<file path="src/rtl/ifid_hazard_ctrl.sv">
// Front-end hazard sequencer for the PC and IF/ID registers: load-use, redirect, MDU and memory-wait stalls.
// Optional IFID_PERF_CNT_EN adds saturating stall_cnt/flush_cnt counters.
module ifid_hazard_ctrl #(
    parameter int MDU_LAT = 4,
    parameter int REG_W   = 5
) (
    input  logic             clk,
    input  logic             rst_n,
    input  logic [REG_W-1:0] id_rs,
    input  logic [REG_W-1:0] id_rt,
    input  logic             id_uses_rt,
    input  logic             ex_mem_read,
    input  logic [REG_W-1:0] ex_rt,
    input  logic             id_branch_taken,
    input  logic             id_jump,
    input  logic             ex_mdu_start,
    input  logic             mem_busy,
    output logic             pc_write,
    output logic             ifid_hold,
    output logic             ifid_flush,
    output logic             idex_flush,
    output logic             pipe_freeze
`ifdef IFID_PERF_CNT_EN
    ,
    output logic [15:0]      stall_cnt,
    output logic [15:0]      flush_cnt
`endif
);

    // state    | meaning
    // RUN      | normal issue; hazard rules evaluated in priority order
    // MDU_WAIT | front end stalled while a multi-cycle MDU op occupies EX
    // MEM_WAIT | whole pipe frozen on data-memory wait
    localparam int CNT_W = $clog2(MDU_LAT + 1);

    typedef enum logic [1:0] {
        RUN      = 2'd0,
        MDU_WAIT = 2'd1,
        MEM_WAIT = 2'd2
    } state_t;

    state_t           state_q, state_d;
    logic [CNT_W-1:0] count_q, count_d;

    logic load_use;
    logic redirect;
    logic pc_write_c, ifid_hold_c, ifid_flush_c, idex_flush_c, pipe_freeze_c;

    assign load_use = ex_mem_read && (ex_rt != '0) &&
                      ((ex_rt == id_rs) || (id_uses_rt && (ex_rt == id_rt)));
    assign redirect = id_branch_taken || id_jump;

    always_comb begin
        state_d       = state_q;
        count_d       = count_q;
        pc_write_c    = 1'b1;
        ifid_hold_c   = 1'b1;
        ifid_flush_c  = 1'b0;
        idex_flush_c  = 1'b0;
        pipe_freeze_c = 1'b0;
        case (state_q)
            MDU_WAIT: begin
                pc_write_c  = 1'b0;
                ifid_hold_c = 1'b0;
                if (mem_busy) begin
                    pipe_freeze_c = 1'b1;
                end else begin
                    idex_flush_c = 1'b1;
                    // count holds the remaining wait cycles; leave on the last one
                    if (count_q <= CNT_W'(1)) begin
                        state_d = RUN;
                        count_d = '0;
                    end else begin
                        count_d = count_q - CNT_W'(1);
                    end
                end
            end
            default: begin
                // MEM_WAIT with mem_busy low behaves exactly like RUN
                state_d = RUN;
                if (mem_busy) begin
                    pc_write_c    = 1'b0;
                    ifid_hold_c   = 1'b0;
                    pipe_freeze_c = 1'b1;
                    state_d       = MEM_WAIT;
                end else if (ex_mdu_start) begin
                    pc_write_c   = 1'b0;
                    ifid_hold_c  = 1'b0;
                    idex_flush_c = 1'b1;
                    count_d      = CNT_W'(MDU_LAT - 2);
                    state_d      = (MDU_LAT > 2) ? MDU_WAIT : RUN;
                end else if (load_use) begin
                    pc_write_c   = 1'b0;
                    ifid_hold_c  = 1'b0;
                    idex_flush_c = 1'b1;
                end else if (redirect) begin
                    ifid_hold_c  = 1'b0;
                    ifid_flush_c = 1'b1;
                end
            end
        endcase
    end

    always_ff @(posedge clk or negedge rst_n) begin
        if (!rst_n) begin
            state_q <= RUN;
            count_q <= '0;
        end else begin
            state_q <= state_d;
            count_q <= count_d;
        end
    end

    // Outputs are forced low for as long as reset is held
    assign pc_write    = rst_n & pc_write_c;
    assign ifid_hold   = rst_n & ifid_hold_c;
    assign ifid_flush  = rst_n & ifid_flush_c;
    assign idex_flush  = rst_n & idex_flush_c;
    assign pipe_freeze = rst_n & pipe_freeze_c;

`ifdef IFID_PERF_CNT_EN
    logic [15:0] stall_cnt_q, stall_cnt_d;
    logic [15:0] flush_cnt_q, flush_cnt_d;

    always_comb begin
        stall_cnt_d = stall_cnt_q;
        flush_cnt_d = flush_cnt_q;
        if (!pc_write && (stall_cnt_q != 16'hFFFF)) stall_cnt_d = stall_cnt_q + 16'd1;
        if (ifid_flush && (flush_cnt_q != 16'hFFFF)) flush_cnt_d = flush_cnt_q + 16'd1;
    end

    always_ff @(posedge clk or negedge rst_n) begin
        if (!rst_n) begin
            stall_cnt_q <= '0;
            flush_cnt_q <= '0;
        end else begin
            stall_cnt_q <= stall_cnt_d;
            flush_cnt_q <= flush_cnt_d;
        end
    end

    assign stall_cnt = stall_cnt_q;
    assign flush_cnt = flush_cnt_q;
`endif

endmodule

</file>
<file path="config.mk">
export PLATFORM = sky130hd
export DESIGN_NAME = ifid_hazard_ctrl
export DESIGN_NICKNAME = d
export VERILOG_FILES = /design/src/rtl/ifid_hazard_ctrl.sv
export SDC_FILE = /design/constraint.sdc
export NUM_CORES = 1
export LEC_CHECK = 0
export CAP_MARGIN = 20
export CORE_MARGIN = 5
export CORE_UTILIZATION = 25
export CTS_CLUSTER_DIAMETER = 80
export DETAILED_ROUTE_END_ITERATION = 16
export REMOVE_ABC_BUFFERS = 1
export SYNTH_ARGS = -nofsm -noshare
export SYNTH_HDL_FRONTEND = slang
export SYNTH_SLANG_ARGS = --single-unit
</file>
<file path="constraint.sdc">
create_clock -name clk -period 4.1 [get_ports clk]
set_input_delay 1.23 -clock clk [delete_from_list [all_inputs] [get_ports clk]]
set_output_delay 1.23 -clock clk [all_outputs]
set_load 0.02 [all_outputs]
</file>
==> results.txt <==
The run finished with clean final reports. The core footprint is 0.00173 mm². Of the total power, the clock network draws 0.223.

The max-cap violation count is 0. The count of pins on the block boundary came out at 28. For the final routed database, the setup TNS stands at 0 ns.

The class of the tightest hold or removal check is register to register. Summed over all cells, the static leakage comes to 0.382 nW. In this run the horizontal extent of the chip is 52.8 µm. For this block, the initial DRC count from the detailed router was 7. For this run, the number of Yosys warnings is 0. The highest layer touched by signal routing is met4. The combined global-route utilization of all metal layers is 0.111. The peak supply drop is 0.108 mV. CTS placed an instance of sky130_fd_sc_hd__clkbuf_4 at the clock tree root. The number of buffers between clock root and the deepest sink came out at 2.

The sink count of the clock tree is 5. The net count of the finished layout is 114. The antenna cell count is 0. The clock-pin slew on the worst setup and hold paths is 0.04 ns. In this run the number of H-tree levels came out at 1. The remaining routing DRC violations is 0. The sum of routed wire length over all layers is 1290 µm. The hold path depth came out at 1.

The switching share of power came out at 0.355. STA classifies the critical path endpoint as a primary output. The compound-cell area share of the yosys netlist was 0.178.

The total of buffers placed on input and output ports is 27. By area the synthesized netlist is led by sky130_fd_sc_hd__dfrtp_1 (27%), sky130_fd_sc_hd__xor2_1 (17%), sky130_fd_sc_hd__ha_1 (5.5%), sky130_fd_sc_hd__nor4_2 (5.5%), sky130_fd_sc_hd__o21ai_0 (4.4%). Of the total synthesized cell area, the portion taken by full adders, half adders and majority gates is 0.0546. Relative to the synthesized area, the layout overhead comes to 81.7%. The half-perimeter wire length after placement came out at 1130 µm. The fraction of the cycle the final worst path needs came out at 0.978. The simple-gate share of the synthesized area came out at 0.270.

The worst hold slack came out at 0.512 ns. The total area of multi-input combinational cells came out at 329 µm². The largest fanout on the critical path came out at 4. Of the synthesized area, sequential elements account for 0.273. The number of global-route vias before repair is 546. The number of iterations in the first detailed-routing pass came out at 4. The remaining antenna violation count is 0.

The share of total power dissipated in sequential elements is 0.303. The routed length on met3 came out at 155 µm. The mapped cell area came out at 458 µm². The number of antenna violations at the first check in global routing came out at 0. The number of cells produced by synthesis came out at 52.

sky130_fd_sc_hd__dfrtp_1 takes more of the synthesized area than any other cell. The data arrival time of the critical path came out at 2.78 ns. The number of library cell types mapped by synthesis came out at 24. The share of cells above drive strength 1 came out at 0.227. The top-area cell type share of the netlist area came out at 0.273.

Registers take 125 µm². The number of instances in the placed design came out at 109. The number of setup buffers added after CTS is 0. At the end of the flow the core is filled with cells to 0.482. The slew of the pin with the lowest slew margin came out at 0.290 ns. The maximum operating frequency came out at 0.249 GHz. After synthesis, the largest family of logic cells by area is simple AND/OR/NAND/NOR gates.

The cell-internal power came out at 0.167 mW. The insertion delay of the later-clocked pin in the worst-skew pair came out at 0.24 ns. The number of hold buffers added after CTS was 0. The met1 wire length came out at 475 µm. The worst setup path category is input pin to primary output.

Summed over all layers, the global routing overflow is 0. The combinational share of power is 0.474. The post-synthesis register bit count is 5. The areal power density over the cells is 310 mW/mm².

TritonCTS built the clock tree. The routed design uses 644 µm of met2 wire. The setup violation total in the final timing report is 0.

Dividing the detail-routed via count by the number of cells gives 4.49. The power consumption is 0.258 mW. The via count is 507.

The floorplan die height is 52.8 µm. Of the total synthesized cell area, the portion taken by XOR and XNOR cells is 0.191. In this run the power spent charging and discharging nets is 0.0916 mW. The critical path data required time is 2.87 ns. The first global-routing pass estimated 2200 µm of wire.

The clock skew after layout came out at 0.00582 ns. The placer's final routability congestion estimate is 0.833. The maximum number of pins on one net before global-route repair is 10.

The clock buffer count from CTS is 3. The hold violation total from the final report is 0. In this run the tightest slew margin relative to its limit is 0.806. The multiplexer share of the synthesized area is 0. The depth of the worst register-to-register path is 6. The area enclosed by the die boundary came out at 0.00279 mm². The clock period minus worst slack is 4.01 ns.

The initial standard-cell utilization of the core came out at 0.265. The kind of start point of the critical path is an input pin. The number of standard cells in the layout, taps in and fillers out came out at 113. Setup repair after global routing left no endpoint under its margin.

The synthesized area per cell is 8.81 µm². The cell row count is 15. The post-detailed-route wirelength per cell is 11.4 µm. The layout filler cell count is 175. The count of final max-slew check failures was 0.
==> cell usage in the layout, fill, tap and decap left out, types with 2 or more instances in the layout <==
master	n
sky130_fd_sc_hd__inv_1	3
sky130_fd_sc_hd__nand2b_1	3
sky130_fd_sc_hd__clkbuf_4	3
sky130_fd_sc_hd__buf_2	2
sky130_fd_sc_hd__nor4_2	2
sky130_fd_sc_hd__dlymetal6s2s_1	3
sky130_fd_sc_hd__clkdlybuf4s50_1	18
sky130_fd_sc_hd__xor2_1	9
sky130_fd_sc_hd__o21ai_0	4
sky130_fd_sc_hd__dlygate4sd2_1	2
sky130_fd_sc_hd__o21ai_2	2
sky130_fd_sc_hd__nor2_1	5
sky130_fd_sc_hd__dfrtp_1	5
sky130_fd_sc_hd__buf_4	7
sky130_fd_sc_hd__and2_1	3
sky130_fd_sc_hd__ha_1	2
==> synth_stat cells <==
master,n
sky130_fd_sc_hd__o21ai_2,2
sky130_fd_sc_hd__o41ai_1,1
sky130_fd_sc_hd__a2bb2oi_1,1
sky130_fd_sc_hd__o21ai_0,4
sky130_fd_sc_hd__xnor2_1,1
sky130_fd_sc_hd__o21ai_1,1
sky130_fd_sc_hd__nor4_2,2
sky130_fd_sc_hd__ha_1,2
sky130_fd_sc_hd__dfrtp_1,5
sky130_fd_sc_hd__or3_1,1
sky130_fd_sc_hd__or4_1,1
sky130_fd_sc_hd__inv_1,3
sky130_fd_sc_hd__xor2_1,9
sky130_fd_sc_hd__nor3_1,1
sky130_fd_sc_hd__and2_1,3
sky130_fd_sc_hd__a22oi_1,1
sky130_fd_sc_hd__a21oi_1,1
sky130_fd_sc_hd__and2b_1,1
sky130_fd_sc_hd__nor2_1,5
sky130_fd_sc_hd__nor3_2,1
sky130_fd_sc_hd__clkbuf_1,1
sky130_fd_sc_hd__nand2b_1,3
sky130_fd_sc_hd__a32oi_1,1
sky130_fd_sc_hd__nor2b_1,1
==> worst max-delay path: stages <==
cell and delay (ns):
sky130_fd_sc_hd__clkdlybuf4s50_1 0.41, sky130_fd_sc_hd__xor2_1 0.15, sky130_fd_sc_hd__nor4_2 0.31, sky130_fd_sc_hd__a32oi_1 0.15, sky130_fd_sc_hd__o21ai_2 0.23, sky130_fd_sc_hd__nor2b_4 0.19
sky130_fd_sc_hd__buf_6 0.12
==> flip-flops by register name (all words and copies together), names as in the netlist <==
name and flops:
count_q 3, state_q 2
==> metrics by stage <==
stage | area [µm²] | setup WS [ns]
CTS | 807 | 0.0130
detailed placement | 801 | -0.457
floorplan | 454 | 0.488
finish | 832 | 0.0894
global route | 832 | 0.000504
global placement | 801 | -0.431
==> cells by family (layout without fill, tap and decap cells) <==
logic type | after synthesis | after routing
compound gates | 12 | 12
xor+xnor | 10 | 10
fa+ha+maj | 2 | 2
buf+inv | 4 | 40
flops | 5 | 5
simple gates | 19 | 19
==> path summary, 6_finish.rpt <==
path / start / endpoint / slack, ns
max reg2reg: count_q[0] / count_q[2] / 2.79
min reg2reg: count_q[0] / count_q[0] / 0.51
min: count_q[0] / count_q[0] / 0.51
min in group asynchronous: rst_n / state_q[0] / 1.28
max in group asynchronous: rst_n / count_q[0] / 2.71
max: id_rt[4] / idex_flush / 0.09
==> power groups by stage <==
stage               clock network, mW  registers (mW)  logic (mW)
detailed placement                  0          0.0788       0.124
CTS                            0.0592          0.0784       0.122
global route                   0.0637          0.0810       0.138
global placement                    0          0.0788       0.118
finish                         0.0577          0.0783       0.122
floorplan                           0          0.0761      0.0707
==> area by class of cell <==
class,instances,area share
Multi-Input combinational cell,43,0.395
Inverter,3,0.0135
Tap cell,25,0.0376
Timing Repair Buffer,33,0.371
Sequential cell,5,0.150
Clock buffer,4,0.0316
==> layer usage <==
metal,GRT usage,vias up
li1,-,255
met4,0.0766,0
met2,0.192,25
met5,0,-
met1,0.108,223
met3,0.0399,4
==> repair_timing <==
| item | in CTS | in global routing |
|---|---|---|
| resized for setup | 20 | 8 |
| pin swaps | 3 | 3 |
| setup endpoints to repair | 4 | 3 |
(Power assumes the default switching activity.)
